==> src/rtl/fetch_unit_if.sv <==
// Fetch-stage bus: instruction memory address/data, redirect request and the
// valid/ready stream of {pc, instr} pairs toward decode.
interface fetch_unit_if;
  logic [31:0] imem_addr;
  logic [31:0] imem_data;
  logic        redirect_valid;
  logic [31:0] redirect_pc;
  logic        out_valid;
  logic        out_ready;
  logic [31:0] out_instr;
  logic [31:0] out_pc;

  modport master (
    output imem_addr,
    input  imem_data,
    input  redirect_valid,
    input  redirect_pc,
    output out_valid,
    input  out_ready,
    output out_instr,
    output out_pc
  );

  modport slave (
    input  imem_addr,
    output imem_data,
    output redirect_valid,
    output redirect_pc,
    input  out_valid,
    output out_ready,
    input  out_instr,
    input  out_pc
  );
endinterface

==> src/rtl/fetch_unit.sv <==
// Instruction fetch stage: owns the PC, tracks one in-flight memory read and
// buffers up to two fetched {pc, instr} pairs for decode.
module fetch_unit #(
  parameter logic [31:0] RESET_PC = 32'h0000_0000
) (
  input logic          clk,
  input logic          rst_n,
  fetch_unit_if.master bus
);

  logic [31:0] pc_reg, pc_next;
  logic        inflight_reg, inflight_next;
  logic [31:0] inflight_pc_reg, inflight_pc_next;
  logic [1:0]  count_reg, count_next;
  logic        wr_ptr_reg, wr_ptr_next;
  logic        rd_ptr_reg, rd_ptr_next;
  logic [31:0] fifo_pc_reg    [2];
  logic [31:0] fifo_instr_reg [2];

  logic        pop;
  logic        push;
  logic        issue;
  logic [2:0]  occ_after_pop;
  logic [1:0]  unused_rpc_bits;

  assign unused_rpc_bits = bus.redirect_pc[1:0];

  always_comb begin
    pop              = (count_reg != 2'd0) && bus.out_ready;
    push             = inflight_reg && !bus.redirect_valid;
    // Slots already claimed once this cycle's pop leaves; never exceeds 2.
    occ_after_pop    = {1'b0, count_reg} + {2'b00, inflight_reg} - {2'b00, pop};
    issue            = !bus.redirect_valid && (occ_after_pop < 3'd2);

    pc_next          = pc_reg;
    inflight_next    = 1'b0;
    inflight_pc_next = inflight_pc_reg;
    count_next       = count_reg;
    wr_ptr_next      = wr_ptr_reg;
    rd_ptr_next      = rd_ptr_reg;

    if (bus.redirect_valid) begin
      // Buffered entries, the in-flight word and any same-cycle pop are dropped.
      pc_next     = {bus.redirect_pc[31:2], 2'b00};
      count_next  = 2'd0;
      wr_ptr_next = 1'b0;
      rd_ptr_next = 1'b0;
    end else begin
      count_next  = count_reg + {1'b0, push} - {1'b0, pop};
      wr_ptr_next = wr_ptr_reg ^ push;
      rd_ptr_next = rd_ptr_reg ^ pop;
      if (issue) begin
        pc_next          = pc_reg + 32'd4;
        inflight_next    = 1'b1;
        inflight_pc_next = pc_reg;
      end
    end
  end

  always_ff @(posedge clk or negedge rst_n) begin
    if (!rst_n) begin
      pc_reg          <= RESET_PC;
      inflight_reg    <= 1'b0;
      inflight_pc_reg <= 32'h0;
      count_reg       <= 2'd0;
      wr_ptr_reg      <= 1'b0;
      rd_ptr_reg      <= 1'b0;
    end else begin
      pc_reg          <= pc_next;
      inflight_reg    <= inflight_next;
      inflight_pc_reg <= inflight_pc_next;
      count_reg       <= count_next;
      wr_ptr_reg      <= wr_ptr_next;
      rd_ptr_reg      <= rd_ptr_next;
    end
  end

  genvar gi;
  generate
    for (gi = 0; gi < 2; gi++) begin : g_entry
      always_ff @(posedge clk or negedge rst_n) begin
        if (!rst_n) begin
          fifo_pc_reg[gi]    <= 32'h0;
          fifo_instr_reg[gi] <= 32'h0;
        end else if (push && (wr_ptr_reg == 1'(gi))) begin
          fifo_pc_reg[gi]    <= inflight_pc_reg;
          fifo_instr_reg[gi] <= bus.imem_data;
        end
      end
    end
  endgenerate

  // Outputs come only from registers, so imem_data never reaches out_* combinationally.
  assign bus.imem_addr = pc_reg;
  assign bus.out_valid = (count_reg != 2'd0);
  assign bus.out_pc    = fifo_pc_reg[rd_ptr_reg];
  assign bus.out_instr = fifo_instr_reg[rd_ptr_reg];

endmodule

==> src/flat_wrapper.sv <==
// flat-port wrapper written by rule: the top's interface ports become plain ports
module fetch_unit_flat 
#(
  parameter logic [31:0] RESET_PC = 32'h0000_0000
)
  (clk, rst_n, bus_imem_addr, bus_imem_data, bus_redirect_valid, bus_redirect_pc, bus_out_valid, bus_out_ready, bus_out_instr, bus_out_pc);
  fetch_unit_if bus_i ();
  input logic clk;
  input logic rst_n;
  output wire logic [$bits(bus_i.imem_addr)-1:0] bus_imem_addr;
  input wire logic [$bits(bus_i.imem_data)-1:0] bus_imem_data;
  input wire logic [$bits(bus_i.redirect_valid)-1:0] bus_redirect_valid;
  input wire logic [$bits(bus_i.redirect_pc)-1:0] bus_redirect_pc;
  output wire logic [$bits(bus_i.out_valid)-1:0] bus_out_valid;
  input wire logic [$bits(bus_i.out_ready)-1:0] bus_out_ready;
  output wire logic [$bits(bus_i.out_instr)-1:0] bus_out_instr;
  output wire logic [$bits(bus_i.out_pc)-1:0] bus_out_pc;
  assign bus_imem_addr = bus_i.imem_addr;
  assign bus_i.imem_data = bus_imem_data;
  assign bus_i.redirect_valid = bus_redirect_valid;
  assign bus_i.redirect_pc = bus_redirect_pc;
  assign bus_out_valid = bus_i.out_valid;
  assign bus_i.out_ready = bus_out_ready;
  assign bus_out_instr = bus_i.out_instr;
  assign bus_out_pc = bus_i.out_pc;
  fetch_unit #(.RESET_PC(RESET_PC)) u_core (.clk(clk), .rst_n(rst_n), .bus(bus_i));
endmodule
==> config.mk <==
export PLATFORM = sky130hd
export DESIGN_NAME = fetch_unit_flat
export DESIGN_NICKNAME = d
export VERILOG_FILES = /design/src/rtl/fetch_unit_if.sv /design/src/rtl/fetch_unit.sv /design/src/flat_wrapper.sv
export SDC_FILE = /design/constraint.sdc
export NUM_CORES = 1
export LEC_CHECK = 0
export CORE_MARGIN = 2
export CORE_UTILIZATION = 45
export CTS_CLUSTER_SIZE = 8
export DETAILED_ROUTE_END_ITERATION = 8
export PLACE_DENSITY = 0.71
export SETUP_SLACK_MARGIN = 0.4
export SLEW_MARGIN = 20
export SYNTH_ARGS = -nofsm -noshare
export SYNTH_HDL_FRONTEND = slang
export SYNTH_SLANG_ARGS = --single-unit
==> constraint.sdc <==
create_clock -name clk -period 8.69 [get_ports clk]
set_clock_uncertainty 0.1 [all_clocks]
set_input_delay 0.869 -clock clk [delete_from_list [all_inputs] [get_ports clk]]
set_output_delay 0.869 -clock clk [all_outputs]
set_load 0.005 [all_outputs]
==> results of run 1 <==
==> layout make-up <==
cell class,instances,area (sq um),share of cell area
sequential,189,4730,0.432
multi-input combinational,421,3680,0.336
timing repair buffer,161,1610,0.147
clock buffer,19,453,0.0414
tap,234,293,0.0268
clock inverter,13,136,0.0125
inverter,11,41.3,0.00377
==> stage by stage <==
step	utilization	power, mW	std cells	instance area (sq um)
final	0.585	3.72	1048	10900
after global routing	0.585	3.96	1048	10900
after CTS	0.585	3.77	1048	10900
after global placement	0.553	2.90	1016	10300
after floorplan	-	2.25	660	8600
after detailed placement	0.553	2.97	1016	10300
==> routing by layer <==
metal  vias to the layer above  part of all wire
met3                        30             0.062
met4                         0             0.019
li1                       2661                 -
met2                       185              0.50
met5                         -                 0
met1                      2889              0.42
==> worst min path at each step <==
stage	slack (ns)	startpoint	end
3_3_place_gp	0.38	u_core.inflight_pc_reg[11]	u_core.inflight_pc_reg[11]
3_5_place_dp	0.39	u_core.fifo_pc_reg[29]	u_core.fifo_pc_reg[29]
6_report	0.40	u_core.fifo_pc_reg[31]	u_core.fifo_pc_reg[31]
4_1_cts	0.41	u_core.fifo_pc_reg[29]	u_core.fifo_pc_reg[29]
5_1_grt	0.41	u_core.fifo_instr_reg[31]	u_core.fifo_instr_reg[31]
2_1_floorplan	0.36	u_core.inflight_pc_reg[11]	u_core.inflight_pc_reg[11]
==> critical path: cells and delay by family <==
family	cells	cell delay (ns)
adders and majority gates	1	0.42
and+or+nand+nor	2	1.01
buffers and inverters	1	0.50
muxes	1	0.59
xor gates and xnor gates	2	0.90
==> power by group <==
part / leakage [nW] / total [mW] / switching [mW] / internal, mW
clock network: 0.294 / 0.778 / 0.338 / 0.441
logic: 1.95 / 1.45 / 0.499 / 0.946
registers: 2.28 / 1.50 / 0.241 / 1.26
total: 4.52 / 3.72 / 1.08 / 2.64
==> layout by cell type, fill, tap and decap left out, types with 6 or more instances in the layout <==
master / netlist / routed
inv_1: 11 / 11
a31oi_1: 10 / 10
nand2_1: 30 / 30
nor2b_1: 7 / 7
o21ai_0: 25 / 25
or4_1: 11 / 11
nor2_1: 19 / 19
dfrtp_1: 189 / 188
nand3_1: 21 / 21
o31ai_1: 6 / 6
xor2_1: 9 / 9
clkbuf_16: 0 / 17
nand4_1: 9 / 9
clkdlybuf4s50_1: 0 / 156
mux2_2: 211 / 211
nor4_1: 11 / 11
==> cell families after synthesis <==
kind of cell | after synthesis | share of synthesized area
AOI/OAI and AO/OA | 53 | 0.0385
xor gates and xnor gates | 14 | 0.0143
adders and majority gates | 6 | 0.00962
buffers and inverters | 50 | 0.0245
DFF | 189 | 0.551
muxes | 214 | 0.280
other | 1 | 0.000437
and+or+nand+nor | 130 | 0.0816
==> results.md, run 1 <==
- Slew margin rel.: 0.226
- Pre-CTS WS: 4.15 ns
- Final setup fails: 0
- Unrepaired setup endpoints after global routing: false
- Post-CTS Setup Inserts: 0
- Setup TNS: 0 ns
- Leak pwr: 4.52 nW
- Fillers: 1483
- H-tree levels: 4
- GR Util met3: 0.0562
- Slew @ Worst Pin: 1.15 ns
- Layout cells sized above 1: 0.317
- Max frequency: 244 MHz
- Nets: 875
- Via count: 5765
- Met2 Track Usage GR: 0.350
- Vias in the first global route: 6186
- RePlAce Congestion: 0.851
- DRT Pass-1 Iters: 4
- Cells after Synth: 657
- Max reg flops: 64
- GR Util met1: 0.242
- Crit-path max cell delay: 0.92 ns
- Crit-path cells: clkdlybuf4s50_1, xor2_1, nand2_1, fa_1, xnor2_1, nand3_2, mux2_2
- Sequential-to-total area share from yosys stat: 0.551
- Io pins: 165
- CTS tree: yes
- Minimum clock period: 4.09 ns
- Critical Path AT: 4.30 ns
- Clock-pin transition on the worst setup and hold timing paths: 0.07 ns
- Crit-path max FO: 36
- Min-Delay Path Class: flop to flop
- Worst Setup Path Type: input pin to flop
- Crit. End Element: flop
- Starting DRT DRC Count: 250
- Worst vdd ir: 0.000159 V
- Cell taking the most area after synthesis: dfrtp_1
- P&R area growth vs syn: 27.5%
- Status: finished, final reports clean
- R2r startpoint: u_core.count_reg[1]
- Fin. Hold Viols: 0
- Die height: 142 microns
- Die Span X: 142 microns
- TritonCTS buffer count: 17
- Worst Setup SP: bus_out_ready
- Reg-to-reg slack, setup: 4.81 ns
- Top-count cell post-synth: mux2_2
- Die ar.: 20200 sq um
- Rows: 50
- Via density: 5.50
- WHS Path Cells: 1
- First-pass GRT wire length: 31600 microns
- Yosys reg bits: 189
- Final Max Slew Viols: 0
- IO buf count: 158
- Diode count: 0
- CTS sink cnt: 189
- Final HPWL DP: 12900 microns
- Syn. warnings: 0
- Routed WL per cell: 18.9 microns
- Root buffer cell: clkbuf_16
- Longest Clk Path Bufs: 2
- Yosys cell types: 41
- Tot GR Track Use: 0.202
- Synth top area share: 0.551
- Initial Utilization: 0.459
- Post-synth ARST share: 1.00
- Slowest cell on crit path: nand3_2
- Mean Syn Cell Area: 13.1 sq um
- Max-cap violations: 0
- Count of hold-fix buffers inserted at cts: 0
- Global route hottest layer: met2
- Post-synth top cells: 211 x mux2_2, 189 x dfrtp_1, 30 x nand2_1
- Core ar.: 18700 sq um
- Worst Setup EP: u_core.inflight_pc_reg[17]
- Worst hold slack: 0.402 ns
- Top_reg_cell synth: dfrtp_1
- Post-synth EDFFs: 0
- Startpoint Class: input pin
- Final worst slack: 4.60 ns
- Initial antenna violation count: 0
- Fin crit share: 0.471
- Post_cts resized: 0
- Required time worst endpoint: 8.90 ns
- Pwr/cell area: 340 nW/um^2
- Synth area leaders: dfrtp_1 55%, mux2_2 28%, o21ai_0 1.5%
- Final ANT Viol Nets: 0
- Residual DRC: 0
- Largest net degree at the start of global routing: 103
- Path depth of the worst reg2reg path: 7
- Post-synthesis cell area: 8590 sq um
- GRT Residual Overflow: 0
- Worst r2r dst: u_core.inflight_pc_reg[17]
- Skew-Pair Late Insertion Delay: 0.43 ns
- WL final: 19800 microns
No activity file was read; power rests on OpenSTA's default activity.
==> run 2: changes to the inputs <==
clock period = 4.2 ns   (was 8.69 ns; I/O delays follow)
==> run 2 against run 1 <==
The flow now finishes with violations (hold timing). Global-route usage shrank 0.22 points. First-iteration DRC count is 4.8% higher. Largest cell class unchanged. Cell count up 0.29%. Register-to-register slack got worse by 3.8 ns.
==> results.md, run 2 (same netlist as run 1, synthesis figures left out) <==
- Status: finished with violations
- Failing checks: hold timing
- Reg-to-reg slack, setup: 1.02 ns (-3.79 ns)
- Root buffer cell: clkbuf_16
- Fin. Hold Viols: 3 (+3)
- Max-cap violations: 0 (unchanged)
- Final setup fails: 0 (unchanged)
- Worst vdd ir: 0.000323 V (+100%)
- GRT Residual Overflow: 0 (unchanged)
- Initial Utilization: 0.459 (unchanged)
- Sw Ratio: 0.298 (+0.00822)
- Crit-path max cell delay: 0.64 ns (-0.28 ns)
- Io pins: 165 (unchanged)
- Final non-filler cell total: 1051 (+0.29%)
- Residual DRC: 0 (unchanged)
- DRT Pass-1 Iters: 4 (unchanged)
- Slowest cell on crit path: or4_1
- Commonest non-fill, non-tap cell in the layout: mux2_2
- Crit-path max FO: 7 (-81%)
- Final ANT Viol Nets: 0 (unchanged)
- Die ar.: 20200 sq um (unchanged)
- Final HPWL DP: 13000 microns (+0.42%)
- Diode count: 0 (unchanged)
- H-tree levels: 4 (unchanged)
- Slew margin rel.: 0.305 (+0.0791)
- Finished Cell Area: 11000 sq um (+0.41%)
- Nets: 878 (+0.34%)
- Initial antenna violation count: 0 (unchanged)
- Largest delay contributor family on the critical path: simple AND/OR/NAND/NOR gates
- Net Switching: 2.30 mW (+110%)
- DP Area: 10400 sq um (+0.34%)
- Max frequency: 314 MHz
- Min-Delay Path Class: input pin to async pin
- Leak pwr: 4.54 nW (+0.42%)
- Startpoint Class: flop
- Pwr/cell area: 703 nW/um^2 (+110%)
- Routed WL per cell: 18.6 microns (-2.0%)
- TritonCTS buffer count: 17 (unchanged)
- Worst Setup Path Type: flop to flop
- Skew-Pair Late Insertion Delay: 0.43 ns (about the same)
- Comb pwr share: 0.386 (-0.002)
- Required time worst endpoint: 4.45 ns (-4.45 ns)
- Max reg flops: 64 (unchanged)
- Critical Path AT: 3.44 ns (-0.86 ns)
- Final Max Slew Viols: 0 (unchanged)
- Via density: 5.48 (-0.30%)
- RePlAce Congestion: 0.805 (-5.3%)
- Post_cts resized: 0 (unchanged)
- CP dominant cell by count: nand2_1
- CTS tree: yes
- Most frequent cells in the layout: 211 x mux2_2, 188 x dfrtp_1, 156 x clkdlybuf4s50_1
- Minimum clock period: 3.18 ns
- Die Span X: 142 microns (unchanged)
- Inst Count DP: 1019 (+0.30%)
- Count of hold-fix buffers inserted at cts: 0 (unchanged)
- Setup TNS: 0 ns (unchanged)
- Via count: 5764 (-0.017%)
- WL final: 19500 microns (-1.7%)
- Die height: 142 microns (unchanged)
- Worst hold slack: -0.0165 ns (-0.418 ns)
- Cell internal pwr: 5.42 mW (+110%)
- Clock-pin transition on the worst setup and hold timing paths: 0.08 ns (about the same)
- Longest Clk Path Bufs: 2 (unchanged)
- Fin crit share: 0.758
- Worst Path Buf+Inv: 0 (-1)
- P&R area growth vs syn: 28.0%
- Vias in the first global route: 6075 (-1.8%)
- Post-CTS Setup Inserts: 0 (unchanged)
- Slew @ Worst Pin: 1.03 ns (-0.118 ns)
- Largest net degree at the start of global routing: 120 (+17%)
- Reg power frac: 0.403 (about the same)
- First-pass GRT wire length: 31600 microns (-0.13%)
- IO buf count: 158 (unchanged)
- Crit. End Element: flop
- Clock Power Share: 0.211 (+0.002)
- Pwr Total: 7.72 mW (+110%)
- Core ar.: 18700 sq um (unchanged)
- Layout cells sized above 1: 0.319 (+0.00251)
- Crit-path cells: or2_2, nand2_1, nor2_1, fa_1, nand2_1, or4_1, or3_1, a31oi_1
- CTS sink cnt: 189 (unchanged)
- Tot GR Track Use: 0.200 (-0.00221)
- Unrepaired setup endpoints after global routing: false
- Rows: 50 (unchanged)
- Starting DRT DRC Count: 262 (+4.8%)
run 2: final timing paths:
kind / endpoint / cells after the start / start
hold reg to reg: u_core.fifo_instr_reg[31] / 1 / u_core.fifo_instr_reg[31]
max in group asynchronous: u_core.rd_ptr_reg / 2 / rst_n
setup reg to reg: u_core.bus.imem_addr[16] / 8 / u_core.count_reg[1]
hold / removal: u_core.fifo_instr_reg[10] / 1 / rst_n
setup / recovery: u_core.bus.imem_addr[16] / 8 / u_core.count_reg[1]
min in group clk: u_core.count_reg[1] / 2 / bus_redirect_valid
run 2: final cells by class:
type | instances | area (sq um)
clock buffers | 17 | 425
clock inverters | 15 | 178
fillers | 1452 | 7720
inverters | 11 | 41.3
multi-input cells | 421 | 3680
flip-flops and latches | 189 | 4730
well taps | 234 | 293
repair buffers | 164 | 1640
run 2: worst register-to-register path, stage by stage (launching register included):
cell,delay (ns)
dfrtp_1,0.47
or2_2,0.34
nand2_1,0.12
nor2_1,0.07
fa_1,0.63
nand2_1,0.16
or4_1,0.64
or3_1,0.38
a31oi_1,0.20
run 2: power groups by stage:
stage | clock [mW] | combinational [mW] | sequential (mW)
4_1_cts | 1.66 | 3.03 | 3.11
2_1_floorplan | 0 | 1.73 | 2.93
6_report | 1.63 | 2.98 | 3.11
5_1_grt | 1.73 | 3.24 | 3.22
3_3_place_gp | 0 | 2.94 | 3.06
3_5_place_dp | 0 | 3.01 | 3.15
run 2: layer usage:
| metal | global-route usage | wire (microns) | vias up |
|---|---|---|---|
| met4 | 0.0637 | 256 | 0 |
| met2 | 0.333 | 9590 | 151 |
| met3 | 0.0525 | 1170 | 21 |
| met1 | 0.255 | 8480 | 2933 |
| met5 | 0 | 0 | - |
| li1 | - | - | 2659 |
run 2: metrics by stage:
stage                util  hold slack [ns]  worst slack, ns
floorplan               -           0.0244             1.28
global placement    0.555            0.379            0.964
detailed placement  0.555            0.391            0.880
CTS                 0.587           0.0720            0.989
global route        0.587           0.0965            0.821
finish              0.587          -0.0165             1.02
